File: src/rtl/btn_debounce_edge_if.sv
// ---------------------------------------------------------------------------
// btn_debounce_edge_if
//   Groups the button conditioner's data-path signals so the block and its
//   consumer can be connected as one bundle.
//
//   Signals:
//     btn_in       raw, unsynchronised button level       (master -> slave)
//     cnt_clr      synchronous clear of press_count       (master -> slave)
//     btn_level    debounced level                        (slave -> master)
//     rise_pulse   one-cycle pulse on accepted 0->1       (slave -> master)
//     fall_pulse   one-cycle pulse on accepted 1->0       (slave -> master)
//     busy         a candidate change is being qualified  (slave -> master)
//     press_count  accepted rises, modulo 2^CNT_W         (slave -> master)
//
//   Modports: master = the side that drives the button and the clear;
//             slave  = the debouncer itself.
// ---------------------------------------------------------------------------
interface btn_debounce_edge_if #(
    parameter int CNT_W = 8
);
    logic             btn_in;
    logic             cnt_clr;
    logic             btn_level;
    logic             rise_pulse;
    logic             fall_pulse;
    logic             busy;
    logic [CNT_W-1:0] press_count;

    modport master (
        output btn_in,
        output cnt_clr,
        input  btn_level,
        input  rise_pulse,
        input  fall_pulse,
        input  busy,
        input  press_count
    );

    modport slave (
        input  btn_in,
        input  cnt_clr,
        output btn_level,
        output rise_pulse,
        output fall_pulse,
        output busy,
        output press_count
    );
endinterface

File: src/rtl/btn_debounce_edge.sv
// ---------------------------------------------------------------------------
// btn_debounce_edge
//   Conditions one raw asynchronous push-button input: a flop synchroniser,
//   a counter-qualified debounce state machine, a clean registered level,
//   single-cycle rise/fall pulses and a wrapping press counter.
//
//   Ports:
//     clk    system clock, all state on the rising edge
//     reset  asynchronous assert, synchronous release, active low
//     bus    btn_debounce_edge_if.slave (btn_in, cnt_clr in;
//            btn_level, rise_pulse, fall_pulse, busy, press_count out)
//
//   Parameters:
//     SYNC_STAGES      synchroniser depth (>= 2)
//     DEBOUNCE_CYCLES  consecutive stable synchronised cycles to accept a change (>= 1)
//     CNT_W            width of press_count (must match the interface)
// ---------------------------------------------------------------------------
module btn_debounce_edge #(
    parameter int SYNC_STAGES     = 2,
    parameter int DEBOUNCE_CYCLES = 16,
    parameter int CNT_W           = 8
) (
    input  logic                 clk,
    input  logic                 reset,
    btn_debounce_edge_if.slave   bus
);

    localparam int STAB_W = (DEBOUNCE_CYCLES > 1) ? $clog2(DEBOUNCE_CYCLES) : 1;
    localparam logic [STAB_W-1:0] STAB_LAST = STAB_W'(DEBOUNCE_CYCLES - 1);

    typedef enum logic [1:0] {
        S_LOW      = 2'd0,
        S_RISE_CHK = 2'd1,
        S_HIGH     = 2'd2,
        S_FALL_CHK = 2'd3
    } state_t;

    logic [SYNC_STAGES-1:0] sync_q, sync_d;
    logic                   btn_sync;

    state_t                 state_q, state_d;
    logic [STAB_W-1:0]      stab_cnt_q, stab_cnt_d;
    logic                   qual_rise, qual_fall;

    logic                   btn_level_q, btn_level_d;
    logic                   rise_pulse_q, rise_pulse_d;
    logic                   fall_pulse_q, fall_pulse_d;
    logic                   busy_q, busy_d;
    logic [CNT_W-1:0]       press_count_q, press_count_d;

    // Shift chain: stage 0 takes the raw pin, the last stage feeds the FSM.
    always_comb begin
        sync_d = {sync_q[SYNC_STAGES-2:0], bus.btn_in};
    end

    assign btn_sync = sync_q[SYNC_STAGES-1];

    // State register (all flops of the block).
    always_ff @(posedge clk or negedge reset) begin
        if (!reset) begin
            sync_q        <= '0;
            state_q       <= S_LOW;
            stab_cnt_q    <= '0;
            btn_level_q   <= 1'b0;
            rise_pulse_q  <= 1'b0;
            fall_pulse_q  <= 1'b0;
            busy_q        <= 1'b0;
            press_count_q <= '0;
        end else begin
            sync_q        <= sync_d;
            state_q       <= state_d;
            stab_cnt_q    <= stab_cnt_d;
            btn_level_q   <= btn_level_d;
            rise_pulse_q  <= rise_pulse_d;
            fall_pulse_q  <= fall_pulse_d;
            busy_q        <= busy_d;
            press_count_q <= press_count_d;
        end
    end

    // Next-state logic. A check state counts stable cycles; any reversion
    // of btn_sync during the check drops straight back to the old level.
    always_comb begin
        state_d    = state_q;
        stab_cnt_d = stab_cnt_q;
        qual_rise  = 1'b0;
        qual_fall  = 1'b0;
        case (state_q)
            S_LOW: begin
                if (btn_sync) begin
                    state_d    = S_RISE_CHK;
                    stab_cnt_d = '0;
                end
            end
            S_RISE_CHK: begin
                if (!btn_sync) begin
                    state_d    = S_LOW;
                    stab_cnt_d = '0;
                end else if (stab_cnt_q == STAB_LAST) begin
                    state_d    = S_HIGH;
                    stab_cnt_d = '0;
                    qual_rise  = 1'b1;
                end else begin
                    stab_cnt_d = stab_cnt_q + 1'b1;
                end
            end
            S_HIGH: begin
                if (!btn_sync) begin
                    state_d    = S_FALL_CHK;
                    stab_cnt_d = '0;
                end
            end
            S_FALL_CHK: begin
                if (btn_sync) begin
                    state_d    = S_HIGH;
                    stab_cnt_d = '0;
                end else if (stab_cnt_q == STAB_LAST) begin
                    state_d    = S_LOW;
                    stab_cnt_d = '0;
                    qual_fall  = 1'b1;
                end else begin
                    stab_cnt_d = stab_cnt_q + 1'b1;
                end
            end
            default: begin
                state_d    = S_LOW;
                stab_cnt_d = '0;
            end
        endcase
    end

    // Output logic. Outputs are registered, so busy is derived from the
    // next state to line up exactly with the check states.
    always_comb begin
        btn_level_d   = btn_level_q;
        rise_pulse_d  = qual_rise;
        fall_pulse_d  = qual_fall;
        busy_d        = (state_d == S_RISE_CHK) || (state_d == S_FALL_CHK);
        press_count_d = press_count_q;

        if (qual_rise) begin
            btn_level_d = 1'b1;
        end
        if (qual_fall) begin
            btn_level_d = 1'b0;
        end

        // A clear coinciding with an accepted rise still counts that rise.
        if (bus.cnt_clr) begin
            press_count_d = qual_rise ? CNT_W'(1) : '0;
        end else if (qual_rise) begin
            press_count_d = press_count_q + 1'b1;
        end
    end

    assign bus.btn_level   = btn_level_q;
    assign bus.rise_pulse  = rise_pulse_q;
    assign bus.fall_pulse  = fall_pulse_q;
    assign bus.busy        = busy_q;
    assign bus.press_count = press_count_q;

endmodule

File: src/flat_wrapper.sv
// flat-port wrapper written by rule: the top's interface ports become plain ports
module btn_debounce_edge_flat 
#(
    parameter int SYNC_STAGES     = 2,
    parameter int DEBOUNCE_CYCLES = 16,
    parameter int CNT_W           = 8
)
  (clk, reset, bus_btn_in, bus_cnt_clr, bus_btn_level, bus_rise_pulse, bus_fall_pulse, bus_busy, bus_press_count);
  btn_debounce_edge_if #(.CNT_W(CNT_W)) bus_i ();
  input  logic clk;
  input  logic reset;
  input wire logic [$bits(bus_i.btn_in)-1:0] bus_btn_in;
  input wire logic [$bits(bus_i.cnt_clr)-1:0] bus_cnt_clr;
  output wire logic [$bits(bus_i.btn_level)-1:0] bus_btn_level;
  output wire logic [$bits(bus_i.rise_pulse)-1:0] bus_rise_pulse;
  output wire logic [$bits(bus_i.fall_pulse)-1:0] bus_fall_pulse;
  output wire logic [$bits(bus_i.busy)-1:0] bus_busy;
  output wire logic [$bits(bus_i.press_count)-1:0] bus_press_count;
  assign bus_i.btn_in = bus_btn_in;
  assign bus_i.cnt_clr = bus_cnt_clr;
  assign bus_btn_level = bus_i.btn_level;
  assign bus_rise_pulse = bus_i.rise_pulse;
  assign bus_fall_pulse = bus_i.fall_pulse;
  assign bus_busy = bus_i.busy;
  assign bus_press_count = bus_i.press_count;
  btn_debounce_edge #(.SYNC_STAGES(SYNC_STAGES), .DEBOUNCE_CYCLES(DEBOUNCE_CYCLES), .CNT_W(CNT_W)) u_core (.clk(clk), .reset(reset), .bus(bus_i));
endmodule
File: config.mk
export PLATFORM = sky130hd
export DESIGN_NAME = btn_debounce_edge_flat
export DESIGN_NICKNAME = d
export VERILOG_FILES = /design/src/rtl/btn_debounce_edge_if.sv /design/src/rtl/btn_debounce_edge.sv /design/src/flat_wrapper.sv
export SDC_FILE = /design/constraint.sdc
export NUM_CORES = 1
export LEC_CHECK = 0
export CORE_MARGIN = 8
export CORE_UTILIZATION = 55
export CTS_CLUSTER_DIAMETER = 50
export DETAILED_ROUTE_END_ITERATION = 8
export PLACE_DENSITY = 0.92
export SLEW_MARGIN = 30
export SYNTH_ARGS = -nofsm -noshare
export SYNTH_HDL_FRONTEND = slang
export SYNTH_SLANG_ARGS = --single-unit
File: constraint.sdc
create_clock -name clk -period 3.34 [get_ports clk]
set_clock_uncertainty 0.05 [all_clocks]
set_input_delay 1.002 -clock clk [delete_from_list [all_inputs] [get_ports clk]]
set_output_delay 1.002 -clock clk [all_outputs]
set_load 0.005 [all_outputs]
==> impl_metrics.xml <==
<?xml version="1.0" encoding="UTF-8"?>
<metrics>
  <group name="worst_setup_path">
    <metric name="timing.critical_path.from_type" unit="">register</metric>
    <metric name="timing.rr.start" unit="">u_core.stab_cnt_q[0]$_DFFE_PN0P_</metric>
    <metric name="arrival" unit="ns">1.40</metric>
    <metric name="ff2ff_setup_slack" unit="ns">1.37</metric>
    <metric name="critical_path.startpoint" unit="">u_core.bus.busy$_DFF_PN0_</metric>
    <metric name="crit_required" unit="ns">2.29</metric>
    <metric name="crit_path_max_fanout" unit="">11</metric>
    <metric name="cpPeakStageDelay" unit="ns">0.57</metric>
    <metric name="timing.critical_path.slowest_stage_cell" unit="">clkdlybuf4s50_1</metric>
    <metric name="cp_cell_sequence" unit="">clkdlybuf4s50_1</metric>
    <metric name="setup.worst_path.class" unit="">register to output pin</metric>
    <metric name="path_delay_family" unit="">buffers and inverters</metric>
    <metric name="endpoint_kind" unit="">output pin</metric>
    <metric name="critical_path_buf_inv_count" unit="">1</metric>
  </group>
  <group name="sta">
    <metric name="max-slew-margin-rel" unit="%">45.3</metric>
    <metric name="timing_max_transition_violations_final" unit="">0</metric>
    <metric name="fin_setup_tns" unit="ns">0</metric>
    <metric name="timing_hold_violations_final" unit="">0</metric>
    <metric name="finalCriticalPeriod" unit="ns">2.45</metric>
    <metric name="fmax" unit="MHz">408</metric>
    <metric name="worst-slew-pin-transition" unit="ns">0.817</metric>
    <metric name="final-setup-viol-count" unit="">0</metric>
    <metric name="rsz0062_at_grt" unit="">false</metric>
    <metric name="finalCritPeriodShare" unit="%">73.4</metric>
    <metric name="finalHoldWorstSlack" unit="ns">0.308</metric>
  </group>
  <group name="placed_design">
    <metric name="count_of_input_and_output_buffers" unit="">15</metric>
    <metric name="dp_hpwl" unit="um">1420</metric>
    <metric name="numPlacedInstances" unit="">117</metric>
    <metric name="gp_routability_congestion" unit="">0.796</metric>
  </group>
  <group name="floorplanning">
    <metric name="start_util" unit="%">57.0</metric>
    <metric name="core_area" unit="sq um">1690</metric>
    <metric name="placement_rows" unit="">15</metric>
    <metric name="die_area" unit="sq um">3340</metric>
    <metric name="floorplan.die.height" unit="um">57.8</metric>
    <metric name="die_width" unit="um">57.8</metric>
    <metric name="top_level_i_o_count" unit="">16</metric>
  </group>
  <group name="clock_tree">
    <metric name="post_cts.resized_instances" unit="">0</metric>
    <metric name="htree_levels" unit="">1</metric>
    <metric name="clk_pin_slew" unit="ns">0.10</metric>
    <metric name="clockRootBuffer" unit="">clkbuf_4</metric>
    <metric name="clock_tree_from_tritoncts" unit="">done</metric>
    <metric name="clock_insertion_delay_worst_skew" unit="ns">0.29</metric>
    <metric name="number_of_sinks_on_the_clock_net" unit="">19</metric>
    <metric name="post_cts.repair.setup_buffers" unit="">0</metric>
    <metric name="cts_max_path_buffers" unit="">2</metric>
    <metric name="cts_buffer_count" unit="">3</metric>
    <metric name="post_cts_hold_buffer_count" unit="">0</metric>
  </group>
  <group name="final_layout">
    <metric name="final_layout_size_suffix_gt1_share" unit="%">9.62</metric>
    <metric name="nFillCells" unit="">148</metric>
    <metric name="syn2layout_area_growth" unit="%">17.3</metric>
    <metric name="antenna_cells_inserted" unit="">0</metric>
    <metric name="most-common-layout-cells" unit="">dfrtp_1, clkdlybuf4s50_1, nand2_1</metric>
    <metric name="design.final.nets" unit="">111</metric>
    <metric name="stdcell_count" unit="">121</metric>
    <metric name="layout.cells.most_common" unit="">dfrtp_1</metric>
  </group>
  <group name="yosys">
    <metric name="syn_area" unit="sq um">962</metric>
    <metric name="synth-seq-cells" unit="">19</metric>
    <metric name="synth.yosys.seq_area_share" unit="%">49.4</metric>
    <metric name="yosysWarningCount" unit="">0</metric>
    <metric name="combinational_family_with_the_most_area_after_synthesis" unit="">simple AND/OR/NAND/NOR gates</metric>
    <metric name="yosys.area_share.simple" unit="%">26.1</metric>
    <metric name="synthMuxAreaShare" unit="%">1.17</metric>
    <metric name="syn_nets" unit="">96</metric>
    <metric name="synth_compound_gate_area_share" unit="%">12.5</metric>
    <metric name="yosys.area_share.adder" unit="%">2.60</metric>
    <metric name="synthCells" unit="">90</metric>
    <metric name="syn_area_per_cell" unit="sq um">10.7</metric>
    <metric name="synthXorXnorAreaFrac" unit="%">3.64</metric>
    <metric name="synth_cell_type_count" unit="">32</metric>
  </group>
  <group name="global_route">
    <metric name="global_route_wire_length_before_repair" unit="um">3310</metric>
    <metric name="grt_start_max_net_pins" unit="">20</metric>
    <metric name="grt.overflow.total" unit="">0</metric>
    <metric name="gr-usage-all-layers" unit="%">12.4</metric>
    <metric name="vias_in_the_first_global_route" unit="">780</metric>
    <metric name="initial_antenna_violation_count" unit="">0</metric>
  </group>
  <group name="route">
    <metric name="wirelength" unit="um">1890</metric>
    <metric name="post_drt_via_cell_ratio" unit="">6.17</metric>
    <metric name="antenna_left" unit="">0</metric>
    <metric name="drc" unit="">0</metric>
    <metric name="detail_route.wl_per_cell" unit="um">15.7</metric>
    <metric name="dr.first_iter.drc_count" unit="">10</metric>
    <metric name="route.vias.total" unit="">746</metric>
    <metric name="number_of_iterations_in_the_first_detailed_routing_pass" unit="">4</metric>
  </group>
  <group name="worst_hold_path">
    <metric name="worstHoldStart" unit="">u_core.sync_q[0]$_DFF_PN0_</metric>
    <metric name="worst_hold_path_type" unit="">register to register</metric>
  </group>
  <group name="status">
    <metric name="run_status" unit="">complete, no violations</metric>
  </group>
  <group name="power_and_ir_drop">
    <metric name="peak_supply_drop" unit="mV">0.313</metric>
    <metric name="total_power_per_unit_cell_area" unit="nW/um^2">331</metric>
    <metric name="leakage_power_figure" unit="nW">0.496</metric>
  </group>
  <group name="run">
    <metric name="drv.max_cap_violation_count" unit="">0</metric>
  </group>
</metrics>
## layer usage
| metal | vias to the layer above | share of wire (%) | GRT usage, % |
|---|---|---|---|
| met4 | 0 | 2.0 | 7.34 |
| met2 | 17 | 52 | 22.3 |
| li1 | 354 | - | - |
| met1 | 369 | 40 | 12.4 |
| met5 | - | 0 | 0 |
| met3 | 6 | 5.8 | 3.53 |
## Yosys cell counts
cell type / instances / share of area, %
o21ai_0: 3 / 1.6
nor2b_1: 1 / 0.65
buf_2: 2 / 1.0
and2b_2: 1 / 0.91
nor2_1: 4 / 1.6
inv_1: 3 / 1.2
xor2_1: 2 / 1.8
buf_6: 1 / 1.2
nand4b_4: 1 / 2.5
ha_1: 2 / 2.6
a21oi_1: 6 / 3.1
nand3b_1: 2 / 1.6
and4b_2: 1 / 1.2
and4_2: 1 / 1.0
nand2_1: 10 / 3.9
a22o_1: 1 / 0.91
nand4_1: 1 / 0.65
mux2_1: 1 / 1.2
o31ai_1: 5 / 3.9
o22ai_1: 2 / 1.3
nand2b_1: 2 / 1.3
o21bai_1: 1 / 0.78
buf_1: 1 / 0.39
nor4_4: 1 / 2.2
buf_4: 1 / 0.78
xnor2_1: 2 / 1.8
nand4b_1: 1 / 0.91
or4_1: 5 / 3.9
dfrtp_1: 19 / 49
nand3_1: 5 / 2.6
nand4_2: 1 / 1.3
a311oi_1: 1 / 0.91
## layout make-up
| type | instances | area [sq um] | area share (%) |
|---|---|---|---|
| clock buffers | 3 | 22.5 | 2.00 |
| clock inverters | 1 | 5.00 | 0.443 |
| inverters | 3 | 11.3 | 0.998 |
| multi-input cells | 63 | 443 | 39.2 |
| flip-flops and latches | 19 | 475 | 42.1 |
| well taps | 17 | 21.3 | 1.88 |
| repair buffers | 15 | 150 | 13.3 |
## worst paths after layout
check / to / depth (start not counted)
worst max-delay path: bus_busy / 1
worst min-delay path: u_core.sync_q[1]$_DFF_PN0_ / 0
worst max register to register: u_core.bus.press_count[3]$_DFFE_PN0P_ / 4
worst min register to register: u_core.sync_q[1]$_DFF_PN0_ / 0
max in group asynchronous: u_core.bus.press_count[7]$_DFFE_PN0P_ / 1
min in group asynchronous: u_core.bus.rise_pulse$_DFF_PN0_ / 1
## stage by stage
step | setup WS (ns) | utilization (%) | power [W] | cell area [sq um]
after floorplan | 1.59 | - | 0.000254 | 962
after global placement | 1.15 | 65.2 | 0.000263 | 1100
after detailed placement | 1.14 | 65.2 | 0.000265 | 1100
after CTS | 0.867 | 66.8 | 0.000380 | 1130
after global routing | 0.794 | 66.8 | 0.000390 | 1130
final | 0.888 | 66.8 | 0.000373 | 1130
## registers in the layout, summed over array words and instances (netlist names)
register                flops
u_core.bus.btn_level        1
u_core.bus.busy             1
u_core.bus.fall_pulse       1
u_core.bus.press_count      8
u_core.bus.rise_pulse       1
u_core.stab_cnt_q           4
u_core.state_q              1
u_core.sync_q               2
## kinds of logic (layout without fill, tap and decap cells)
group / after synthesis / after routing
and+or+nand+nor: 37 / 37
AOI/OAI and AO/OA: 19 / 19
DFF: 19 / 19
buffers and inverters: 8 / 22
xor gates and xnor gates: 4 / 4
adders and majority gates: 2 / 2
muxes: 1 / 1
## report_power, final
group          internal (W)  switching (W)  leakage, nW
clock network     0.0000446      0.0000689       0.0177
logic            0.00000862      0.0000116        0.222
registers          0.000234     0.00000607        0.257
total              0.000287      0.0000865        0.496
(Power assumes the default switching activity.)
